**config.mk**
```make
export PLATFORM = sky130hd
export DESIGN_NAME = spm_port_arb
export DESIGN_NICKNAME = d
export VERILOG_FILES = /design/src/rtl/spm_port_arb.sv
export SDC_FILE = /design/constraint.sdc
export NUM_CORES = 1
export LEC_CHECK = 0
export CORE_MARGIN = 5
export CORE_UTILIZATION = 29
export DETAILED_ROUTE_END_ITERATION = 8
export PLACE_DENSITY = 0.78
export SYNTH_ARGS = -nofsm -noshare
export SYNTH_HDL_FRONTEND = slang
export SYNTH_SLANG_ARGS = --single-unit
```
**constraint.sdc**
```tcl
create_clock -name clk -period 1.3 [get_ports clk]
set_clock_uncertainty 0.1 [all_clocks]
set_input_delay 0.195 -clock clk [delete_from_list [all_inputs] [get_ports clk]]
set_output_delay 0.195 -clock clk [all_outputs]
set_load 0.005 [all_outputs]
```
**src/rtl/spm_port_arb.sv**
```systemverilog
// spm_port_arb: round-robin two-master sequencer for one SPM RAM port (3-cycle req/rdy handshake).
// Define SPM_ARB_LOCK_EN to let an owner keep the port across accesses via mN_lock_i.
module spm_port_arb #(
    parameter int ADDR_W = 12,
    parameter int DATA_W = 32
) (
    input  logic              clk,
    input  logic              rst_n,
    input  logic              m0_req_i,
    input  logic              m0_rw_i,
    input  logic [ADDR_W-1:0] m0_addr_i,
    input  logic [DATA_W-1:0] m0_wr_data_i,
    input  logic              m0_lock_i,
    output logic              m0_rdy_o,
    output logic [DATA_W-1:0] m0_rd_data_o,
    input  logic              m1_req_i,
    input  logic              m1_rw_i,
    input  logic [ADDR_W-1:0] m1_addr_i,
    input  logic [DATA_W-1:0] m1_wr_data_i,
    input  logic              m1_lock_i,
    output logic              m1_rdy_o,
    output logic [DATA_W-1:0] m1_rd_data_o,
    output logic [ADDR_W-1:0] spm_addr_o,
    output logic [DATA_W-1:0] spm_wr_data_o,
    output logic              spm_we_o,
    input  logic [DATA_W-1:0] spm_rd_data_i,
    output logic              owner_o,
    output logic              busy_o
);
`ifdef SPM_ARB_LOCK_EN
    localparam bit LOCK_EN = 1'b1;
`else
    localparam bit LOCK_EN = 1'b0;
`endif

    typedef enum logic [1:0] {IDLE, ACCESS, DONE} state_t;

    state_t            state_q;
    logic [ADDR_W-1:0] addr_q;
    logic [DATA_W-1:0] wdata_q;
    logic              we_q;
    logic              rw_q;
    logic              owner_q;
    logic              lock_q;
    logic              own_req;
    logic              own_lock;
    logic              hold;
    logic              gnt;
    logic              done;

    assign own_req  = owner_q ? m1_req_i : m0_req_i;
    assign own_lock = owner_q ? m1_lock_i : m0_lock_i;
    // A held lock beats round-robin only while its owner keeps requesting
    assign hold     = LOCK_EN && lock_q && own_req;
    assign gnt      = hold ? owner_q : (m0_req_i && m1_req_i) ? ~owner_q : m1_req_i;
    assign done     = state_q == DONE;

    always_ff @(posedge clk or negedge rst_n) begin
        if (!rst_n) begin
            state_q <= IDLE;
            addr_q  <= '0;
            wdata_q <= '0;
            we_q    <= 1'b0;
            rw_q    <= 1'b0;
            owner_q <= 1'b1;
            lock_q  <= 1'b0;
        end else begin
            case (state_q)
                IDLE: begin
                    we_q   <= 1'b0;
                    lock_q <= lock_q && own_req;
                    if (m0_req_i || m1_req_i) begin
                        addr_q  <= gnt ? m1_addr_i : m0_addr_i;
                        wdata_q <= gnt ? m1_wr_data_i : m0_wr_data_i;
                        rw_q    <= gnt ? m1_rw_i : m0_rw_i;
                        we_q    <= ~(gnt ? m1_rw_i : m0_rw_i);
                        owner_q <= gnt;
                        state_q <= ACCESS;
                    end
                end
                ACCESS: begin
                    we_q    <= 1'b0;
                    state_q <= DONE;
                end
                DONE: begin
                    lock_q  <= own_lock;
                    state_q <= IDLE;
                end
                default: state_q <= IDLE;
            endcase
        end
    end

    assign spm_addr_o    = addr_q;
    assign spm_wr_data_o = wdata_q;
    assign spm_we_o      = we_q;
    assign owner_o       = owner_q;
    assign busy_o        = state_q != IDLE;
    assign m0_rdy_o      = done && !owner_q;
    assign m1_rdy_o      = done && owner_q;
    assign m0_rd_data_o  = (m0_rdy_o && rw_q) ? spm_rd_data_i : '0;
    assign m1_rd_data_o  = (m1_rdy_o && rw_q) ? spm_rd_data_i : '0;
endmodule

```
==> run_results.csv, run 1 <==
group,metric,value,unit
outcome,outcome,"finished, violations left",
outcome,violations,"setup timing",
floorplanning,coreArea,9240,µm²
drt,ant_nets,0,
timing,max_freq,485,MHz
timing,setup-violations-final,116,
logic_synthesis,synth_nets,470,
logic_synthesis,synthArstFlopShare,100,%
global_route,gr-total-overflow,0,
placed_design,place_congestion,0.852,
floorplanning,dieArea,11500,µm²
floorplanning,die_h,107,µm
worst_setup_path,r2r_cells,8,
global_route,grt_max_degree,50,
logic_synthesis,synth_area_leaders,"dfrtp_1, and3_1, nand2_1, a31oi_1, a21oi_1",
cts,cts_buffer_depth,2,
drt,wl,14.3,mm
worst_setup_path,end_kind,"output port",
placed_design,io_buffers,238,
timing,holdWs,0.301,ns
placed_design,place_inst,698,
logic_synthesis,synth_cells,342,
worst_setup_path,crit_buf_inv,6,
cells_and_area,fillCellCount,711,
placed_design,place_ws,-0.598,ns
worst_setup_path,crit_chain,"buf_4 > nor3b_4 > buf_6 > buf_4 > buf_6 > buf_16 > and3_4 > buf_6",
cts,root_buffer,"clkbuf_8",
logic_synthesis,synth_top_cell_by_area,"dfrtp_1",
global_route,grt_first_pass_wirelength,21.0,mm
placed_design,dpl.hpwl,9.44,mm
worst_setup_path,cp_common_cell,"buf_6",
cts,clk_latency,0.30,ns
drt,wl_per_cell,18.9,µm
power,p_leak,0.00290,µW
logic_synthesis,yosysMostFrequentCell,"nand2_1",
cells_and_area,layout-drive-gt1-share,30.4,%
cts,cts_tree,"built",
logic_synthesis,ys_warn_count,0,
floorplanning,die_w,107,µm
drt,drt_first_iter_violations,156,
timing,worstMarginPinSlew,0.377,ns
logic_synthesis,seq_area_frac_synth,44.6,%
worst_setup_path,crit_path_top_delay_cell,"dfstp_2",
global_route,grt.total_usage,22.9,%
worst_setup_path,r2r_slack,-0.45,ns
worst_setup_path,required,1.00,ns
floorplanning,io_pins,241,
cells_and_area,finalNonFillerCells,754,
logic_synthesis,synth_edf_count,0,
hold_path,min_path_type,"in2async",
logic_synthesis,syn-cell-area,2760,µm²
global_route,grt_pass1_vias,3902,
cells_and_area,n_antenna_cell,0,
cts,clk_transition_reported_paths,0.09,ns
global_route,antenna_found_initial,0,
drt,vias,3847,
worst_setup_path,r2r-end,"spm_addr_o[3]",
cells_and_area,finalNetCount,752,
timing,hold_viol,0,
logic_synthesis,synth.avg_cell_area,8.06,µm²
worst_setup_path,r2r_start,"state_q[0]",
logic_synthesis,netlist.area_leader.share,43.6,%
drt,routed_via_density,5.10,
drt,first_pass_iters,4,
logic_synthesis,ys.flop_type,"dfrtp_1",
timing,drv_slew,0,
cells_and_area,synthToLayoutAreaGrowth,131,%
logic_synthesis,synthTopCellsByCount,"nand2_1, and3_1, dfrtp_1",
logic_synthesis,synth_cell_types,19,
drt,remaining_drc_errors,0,
floorplanning,initial_core_util,29.8,%
cts,cts_max_level,2,
worst_setup_path,cp_top_family,"buffers and inverters",
power,p_per_area,1840,nW/µm²
run,drv_cap,0,
timing,timing.final.ws_setup,-0.763,ns
cells_and_area,utilization,68.7,%
worst_setup_path,crit_arrival,1.77,ns
worst_setup_path,crit_type,"reg2out",
cts,clock-sinks,49,
timing,rsz0062_at_grt,"yes",
timing,layout_min_cycle_time,2.06,ns
worst_setup_path,slowest_delay,0.54,ns
logic_synthesis,ys_ff_latch,49,
power,ir_drop,0.00105,V
timing,maxSlewHeadroom,74.9,%
worst_setup_path,cp-start-kind,"flip-flop",
worst_setup_path,crit_path_max_fanout,4,
floorplanning,row_count,35,
timing,finalCritPeriodShare,159,%
cts,cts_buffers,5,
## how the worst max path moves through the flow
stage,to,slack [ns],cells past startpoint,start
floorplan,m1_rd_data_o[21],-0.13,3,owner_o
global placement,m1_rd_data_o[19],-0.54,4,owner_o
detailed placement,m1_rd_data_o[5],-0.60,4,owner_o
CTS,m1_rd_data_o[31],-0.77,6,owner_o
global route,m0_rd_data_o[7],-0.83,8,owner_o
finish,m0_rd_data_o[6],-0.76,8,owner_o
## routing by layer
layer	global-route usage [%]	routed length, µm	up-vias
met4	8.21	513	0
li1	-	-	1782
met1	24.0	5050	1846
met2	43.8	7590	183
met5	0	0	-
met3	6.00	1140	36
## flip-flops by register name, summed over array words and instances (netlist names)
register and count:
spm_wr_data_o 32, spm_we_o 1, rw_q 1, spm_addr_o 12, owner_o 1, state_q 2
## power breakdown
group | switching [µW] | total [µW] | internal [µW]
registers | 425 | 2740 | 2320
clock network | 508 | 890 | 382
logic | 3260 | 8040 | 4780
## timing repair
item / CTS / global route
gates resized for setup: 359 / 57
buffers inserted: 27 / 11
hold endpoints to repair: 48 / 0
pin swaps: 21 / 1
cloned: 10 / 4
hold buffers: 1 / 0
endpoints found under the setup margin: 160 / 127
## per-stage QoR
stage	area (µm²)	power, µW	setup TNS (ns)
2_1_floorplan	2830	5240	-4.62
3_3_place_gp	5430	8440	-50.89
3_5_place_dp	5430	8610	-53.46
4_1_cts	6080	11000	-63.79
5_1_grt	6350	12400	-73.34
6_report	6350	11700	-64.82
## kinds of logic after synthesis
group,synth area share (%)
AND/OR/NAND/NOR,28.5
AO/OA/AOI/OAI,19.9
flip-flops,44.6
buffers and inverters,7.04
## worst reg2reg max path, delay by kind of cell, from the launching register on
kind / cells / cell delay, ns
and+or+nand+nor: 2 / 0.28
DFF: 1 / 0.42
AOI/OAI and AO/OA: 1 / 0.08
buffers and inverters: 5 / 0.76
## area by class of cell
type | instances | area, µm² | share of cell area, %
Multi-Input combinational cell | 255 | 1540 | 24.3
Clock buffer | 7 | 76.3 | 1.20
Sequential cell | 49 | 1230 | 19.3
Timing Repair Buffer | 312 | 3330 | 52.5
Clock inverter | 1 | 7.51 | 0.118
Inverter | 1 | 3.75 | 0.0591
Tap cell | 129 | 161 | 2.54
## placed cells by master, fill, tap and decap left out, drive strengths merged
cell type | Yosys | routed
a21bo | 1 | 1
nor3b | 1 | 1
clkbuf | 21 | 11
and3 | 64 | 64
a21boi | 1 | 1
dfrtp | 48 | 48
inv | 1 | 1
nor2b | 1 | 1
bufbuf | 0 | 2
a31oi | 46 | 46
and2 | 1 | 1
dfstp | 1 | 1
nand2 | 90 | 90
nor2 | 1 | 1
a32o | 1 | 1
buf | 16 | 120
or2 | 1 | 1
and3b | 1 | 1
dlygate4sd3 | 0 | 1
dlygate4sd2 | 0 | 35
clkdlybuf4s15 | 0 | 26
clkdlybuf4s50 | 0 | 124
clkinvlp | 0 | 1
a21oi | 46 | 46
Power figures use the tool's default switching activity.
==> inputs of run 2 (changes only) <==
Settings changed: CORE_AREA set to 5 5 90 92, CORE_MARGIN 5 to unset, CORE_UTILIZATION 29 to unset, DIE_AREA set to 0 0 95 97, DONT_BUFFER_PORTS set to 1, PLACE_DENSITY 0.78 to unset.
==> run_results.csv, run 2 (same netlist as run 1, synthesis figures left out) <==
group,metric,value,unit
outcome,outcome,"finished, violations left",
outcome,violations,"hold timing, setup timing",
global_route,grt_max_degree,65,
worst_setup_path,required,1.00,ns
floorplanning,initial_core_util,38.6,%
worst_setup_path,crit_type,"reg2out",
timing,finalCritPeriodShare,135,%
worst_setup_path,r2r_cells,8,
cells_and_area,utilization,62.2,%
global_route,grt_first_pass_wirelength,16.7,mm
timing,rsz0062_at_grt,"yes",
worst_setup_path,end_kind,"output port",
floorplanning,coreArea,7140,µm²
worst_setup_path,critPathLaunch,"owner_o",
floorplanning,row_count,31,
global_route,antenna_found_initial,1,
worst_setup_path,r2r_start,"owner_o",
drt,drt_first_iter_violations,187,
timing,hold_viol,49,
placed_design,dpl.hpwl,6.86,mm
timing,drv_slew,0,
drt,wl_per_cell,20.9,µm
cts,cts_buffers,5,
timing,layout_min_cycle_time,1.76,ns
cells_and_area,final_common_cell,"dlygate4sd3_1",
drt,first_pass_iters,4,
cts,cts_tree,"built",
cells_and_area,synthToLayoutAreaGrowth,61.2,%
global_route,gr-total-overflow,0,
cells_and_area,layout-drive-gt1-share,19.0,%
placed_design,io_buffers,0,
cts,clock-sinks,49,
floorplanning,io_pins,241,
power,ir_drop,0.00113,V
cells_and_area,final_cell_mix,"dlygate4sd3_1, nand2_1, and3_1, dfrtp_1, a21oi_1",
timing,worstMarginPinSlew,0.466,ns
hold_path,min_path_type,"in2async",
cts,root_buffer,"clkbuf_8",
floorplanning,die_w,95,µm
timing,max_freq,569,MHz
cells_and_area,finalNetCount,568,
floorplanning,dieArea,9220,µm²
power,p_total,8310,µW
cts,cts_max_level,2,
timing,setup-violations-final,114,
cells_and_area,largest_register_ffs,32,
power,p_leak,0.00204,µW
worst_setup_path,cp-start-kind,"flip-flop",
power,p_per_area,1870,nW/µm²
cts,clk_latency,0.30,ns
drt,vias,3151,
drt,ant_nets,0,
floorplanning,die_h,97,µm
timing,holdWs,-0.526,ns
worst_setup_path,crit_arrival,1.46,ns
placed_design,place_congestion,0.774,
cts,holdBufCountCts,92,
drt,routed_via_density,5.82,
global_route,grt_pass1_vias,3091,
timing,maxSlewHeadroom,68.9,%
drt,wl,11.3,mm
worst_setup_path,crit_path_max_fanout,33,
cts,cts_buffer_depth,2,
run,drv_cap,0,
cts,clk_transition_reported_paths,0.10,ns
drt,remaining_drc_errors,0,
timing,timing.final.ws_setup,-0.456,ns
global_route,grt.total_usage,23.0,%
run 2: changes by cell type in the layout (fill, tap and decap cells not counted), moves of 24 or more:
| cell | before | now |
|---|---|---|
| and3_1 | 34 | 61 |
| dlygate4sd3_1 | 1 | 92 |
| clkdlybuf4s50_1 | 124 | 0 |
| dlygate4sd2_1 | 35 | 0 |
| and3_4 | 30 | 3 |
| buf_6 | 46 | 5 |
| nand2_2 | 1 | 26 |
| buf_2 | 24 | 0 |
| nand2_1 | 89 | 63 |
run 2: layout make-up:
| cell class | count | area (µm²) |
|---|---|---|
| tap | 99 | 124 |
| sequential | 49 | 1230 |
| clock buffer | 6 | 82.6 |
| inverter | 1 | 6.26 |
| multi-input combinational | 255 | 1460 |
| fill | 549 | 2700 |
| clock inverter | 2 | 37.5 |
| antenna | 1 | 2.50 |
| timing repair buffer | 128 | 1510 |
run 2: critical path: stages (launching register included):
cell and delay, ns:
dfstp_2 0.58, and3b_2 0.21, buf_12 0.17, and3_1 0.20
run 2: path summary, 6_finish.rpt:
| kind | end | slack [ns] |
|---|---|---|
| hold / removal | spm_addr_o[4] | -0.53 |
| max in group asynchronous | owner_o | 1.45 |
| hold reg to reg | spm_we_o | 0.49 |
| min in group clk | rw_q | 0.21 |
| setup reg to reg | spm_addr_o[11] | -0.32 |
| setup / recovery | m1_rd_data_o[24] | -0.46 |
run 2: repair_timing:
item	in CTS	in global routing
cloned	5	0
buffers inserted	8	3
endpoints found under the setup margin	113	115
gates resized for setup	21	35
pin swaps	20	8
endpoints found under the hold margin	95	49
run 2: power by group:
group          switching, µW  internal [µW]  total, µW
Sequential               743           2320       3070
Clock                    526            626       1150
Combinational           2080           2000       4090
run 2: through the flow:
| stage | cells | setup WS [ns] | setup TNS, ns | area, µm² |
|---|---|---|---|---|
| after floorplan | 342 | -0.130 | -4.62 | 2830 |
| after detailed placement | 424 | -0.167 | -10.69 | 2950 |
| after CTS | 537 | -0.451 | -38.65 | 4290 |
| final | 541 | -0.456 | -39.62 | 4440 |
| after global routing | 541 | -0.518 | -47.98 | 4440 |
| after global placement | 424 | -0.122 | -8.85 | 2950 |
run 2: layer usage:
layer	up-vias	global-route usage, %	routed length (µm)	share of wire (%)
li1	1400	-	-	-
met1	1493	25.8	3970	35
met2	227	40.6	5870	52
met3	31	5.51	1140	10
met4	0	9.77	332	2.9
met5	-	0	0	0
==> inputs of run 3 (changes only) <==
Settings changed: CORE_AREA 5 5 90 92 to unset, CORE_MARGIN set to 5, CORE_UTILIZATION set to 29, DIE_AREA 0 0 95 97 to unset, DONT_BUFFER_PORTS 1 to unset, PLACE_DENSITY set to 0.78, SKIP_LAST_GASP set to 1.
==> run_results.csv, run 3 (same netlist as run 1, synthesis figures left out) <==
group,metric,value,unit
floorplanning,row_count,35,
power,p_sw,5200,µW
power,internal-power,8490,µW
timing,worstMarginPinSlew,0.465,ns
timing,finalCritPeriodShare,156,%
worst_setup_path,r2r-end,"spm_addr_o[3]",
global_route,top_usage_layer,"met2",
global_route,antenna_found_initial,1,
drt,routed_via_density,5.21,
worst_setup_path,end_kind,"output port",
worst_setup_path,crit_arrival,1.74,ns
timing,maxSlewHeadroom,69.0,%
drt,ant_nets,0,
cts,root_buffer,"clkbuf_8",
worst_setup_path,crit_type,"reg2out",
drt,drt_first_iter_violations,166,
outcome,violations,"setup timing",
placed_design,place_ws,-0.598,ns
cts,cts_buffer_depth,2,
global_route,use_met2,43.0,%
drt,wl_per_cell,21.1,µm
cells_and_area,largest_register_ffs,32,
floorplanning,initial_core_util,29.8,%
worst_setup_path,crit_chain,"buf_6 > and3b_2 > buf_8 > and3_1 > clkdlybuf4s15_2",
floorplanning,die_h,107,µm
cts,clock-sinks,49,
drt,first_pass_iters,4,
worst_setup_path,r2r_slack,-0.45,ns
global_route,grt_first_pass_wirelength,20.8,mm
worst_setup_path,slowest_delay,0.56,ns
timing,setup-violations-final,116,
floorplanning,die_w,107,µm
global_route,gr-total-overflow,0,
power,clkPwrFrac,6.7,%
power,p_seq_share,20.4,%
power,p_comb_share,72.9,%
global_route,grt_max_degree,50,
cells_and_area,final_common_cell,"clkdlybuf4s50_1",
timing,tns,-61.30,ns
power,ir_drop,0.000973,V
cts,cts_tree,"built",
floorplanning,dieArea,11500,µm²
worst_setup_path,crit_path_max_fanout,17,
timing,rsz0062_at_grt,"yes",
cells_and_area,finalNetCount,775,
placed_design,place_congestion,0.852,
global_route,met1_usage,23.5,%
timing,max_freq,492,MHz
cts,clk_transition_reported_paths,0.09,ns
power,p_per_area,1900,nW/µm²
power,swShare,38.0,%
global_route,grt_pass1_vias,3910,
drt,vias,4051,
cts,cts_buffers,5,
placed_design,place_inst,698,
cells_and_area,layout-drive-gt1-share,40.6,%
drt,wl,16.4,mm
cells_and_area,finalNonFillerCells,778,
cells_and_area,final_cell_mix,"clkdlybuf4s50_1, nand2_1, buf_6, dfrtp_1, and3_1",
outcome,outcome,"finished, violations left",
cells_and_area,synthToLayoutAreaGrowth,161,%
placed_design,io_buffers,238,
timing,hold_viol,0,
worst_setup_path,r2r_cells,9,
worst_setup_path,crit_path_top_delay_cell,"dfstp_2",
worst_setup_path,required,1.00,ns
global_route,grt_use_met3,6.24,%
global_route,grt.total_usage,22.8,%
drt,remaining_drc_errors,0,
cts,cts_max_level,2,
floorplanning,io_pins,241,
power,p_leak,0.00335,µW
worst_setup_path,cp-start-kind,"flip-flop",
cts,clk_latency,0.31,ns
timing,layout_min_cycle_time,2.03,ns
run,drv_cap,0,
timing,drv_slew,0,
hold_path,min_path_type,"in2async",
placed_design,dpl.hpwl,9.44,mm
timing,timing.final.ws_setup,-0.732,ns
floorplanning,coreArea,9240,µm²
worst_setup_path,r2r_start,"state_q[0]",
-- run 3: critical path: cells and delay by family (launching register included) --
family | cells | cell delay (ns)
buffers and inverters | 3 | 0.45
and+or+nand+nor | 2 | 0.41
DFF | 1 | 0.56
-- run 3: layer usage --
metal,share of wire [%],up-vias
met5,0,-
met4,4.2,0
met3,8.0,50
met2,54,220
met1,33,1957
li1,-,1824
-- run 3: per-stage QoR --
step / utilization, % / power [µW] / hold WS [ns] / instance area, µm²
after floorplan: - / 5240 / -0.201 / 2830
after global placement: 58.8 / 8440 / 0.102 / 5430
after detailed placement: 58.8 / 8610 / 0.108 / 5430
after CTS: 66.2 / 11300 / 0.305 / 6120
after global routing: 77.9 / 14300 / 0.314 / 7200
final: 77.9 / 13700 / 0.291 / 7200
-- run 3: worst max path at each step --
stage | from | to | slack (ns) | cells past startpoint
floorplan | owner_o | m1_rd_data_o[21] | -0.13 | 3
global placement | owner_o | m1_rd_data_o[19] | -0.54 | 4
detailed placement | owner_o | m1_rd_data_o[5] | -0.60 | 4
CTS | owner_o | m1_rd_data_o[31] | -0.77 | 6
global route | owner_o | m1_rd_data_o[12] | -0.79 | 5
finish | owner_o | m1_rd_data_o[12] | -0.73 | 5
-- run 3: cell type report --
class | instances | area, µm²
Fill cell | 560 | 2040
Antenna cell | 1 | 2.50
Inverter | 1 | 3.75
Timing Repair Buffer | 335 | 3760
Clock buffer | 7 | 76.3
Multi-Input combinational cell | 255 | 1950
Sequential cell | 49 | 1230
Tap cell | 129 | 161
Clock inverter | 1 | 7.51
-- run 3: power groups by stage --
stage / clock network (µW) / logic, µW / registers, µW
floorplan: 0 / 2420 / 2820
global placement: 0 / 5700 / 2740
detailed placement: 0 / 5820 / 2790
CTS: 928 / 7650 / 2770
global route: 990 / 10400 / 2870
finish: 921 / 9970 / 2790
-- run 3: what timing repair did --
item	in CTS	in global routing
gates cloned	10	10
setup endpoints to repair	160	159
hold endpoints to repair	48	0
pin swaps	18	35
gates resized for setup	304	185
buffers inserted	27	40
hold buffers	1	0
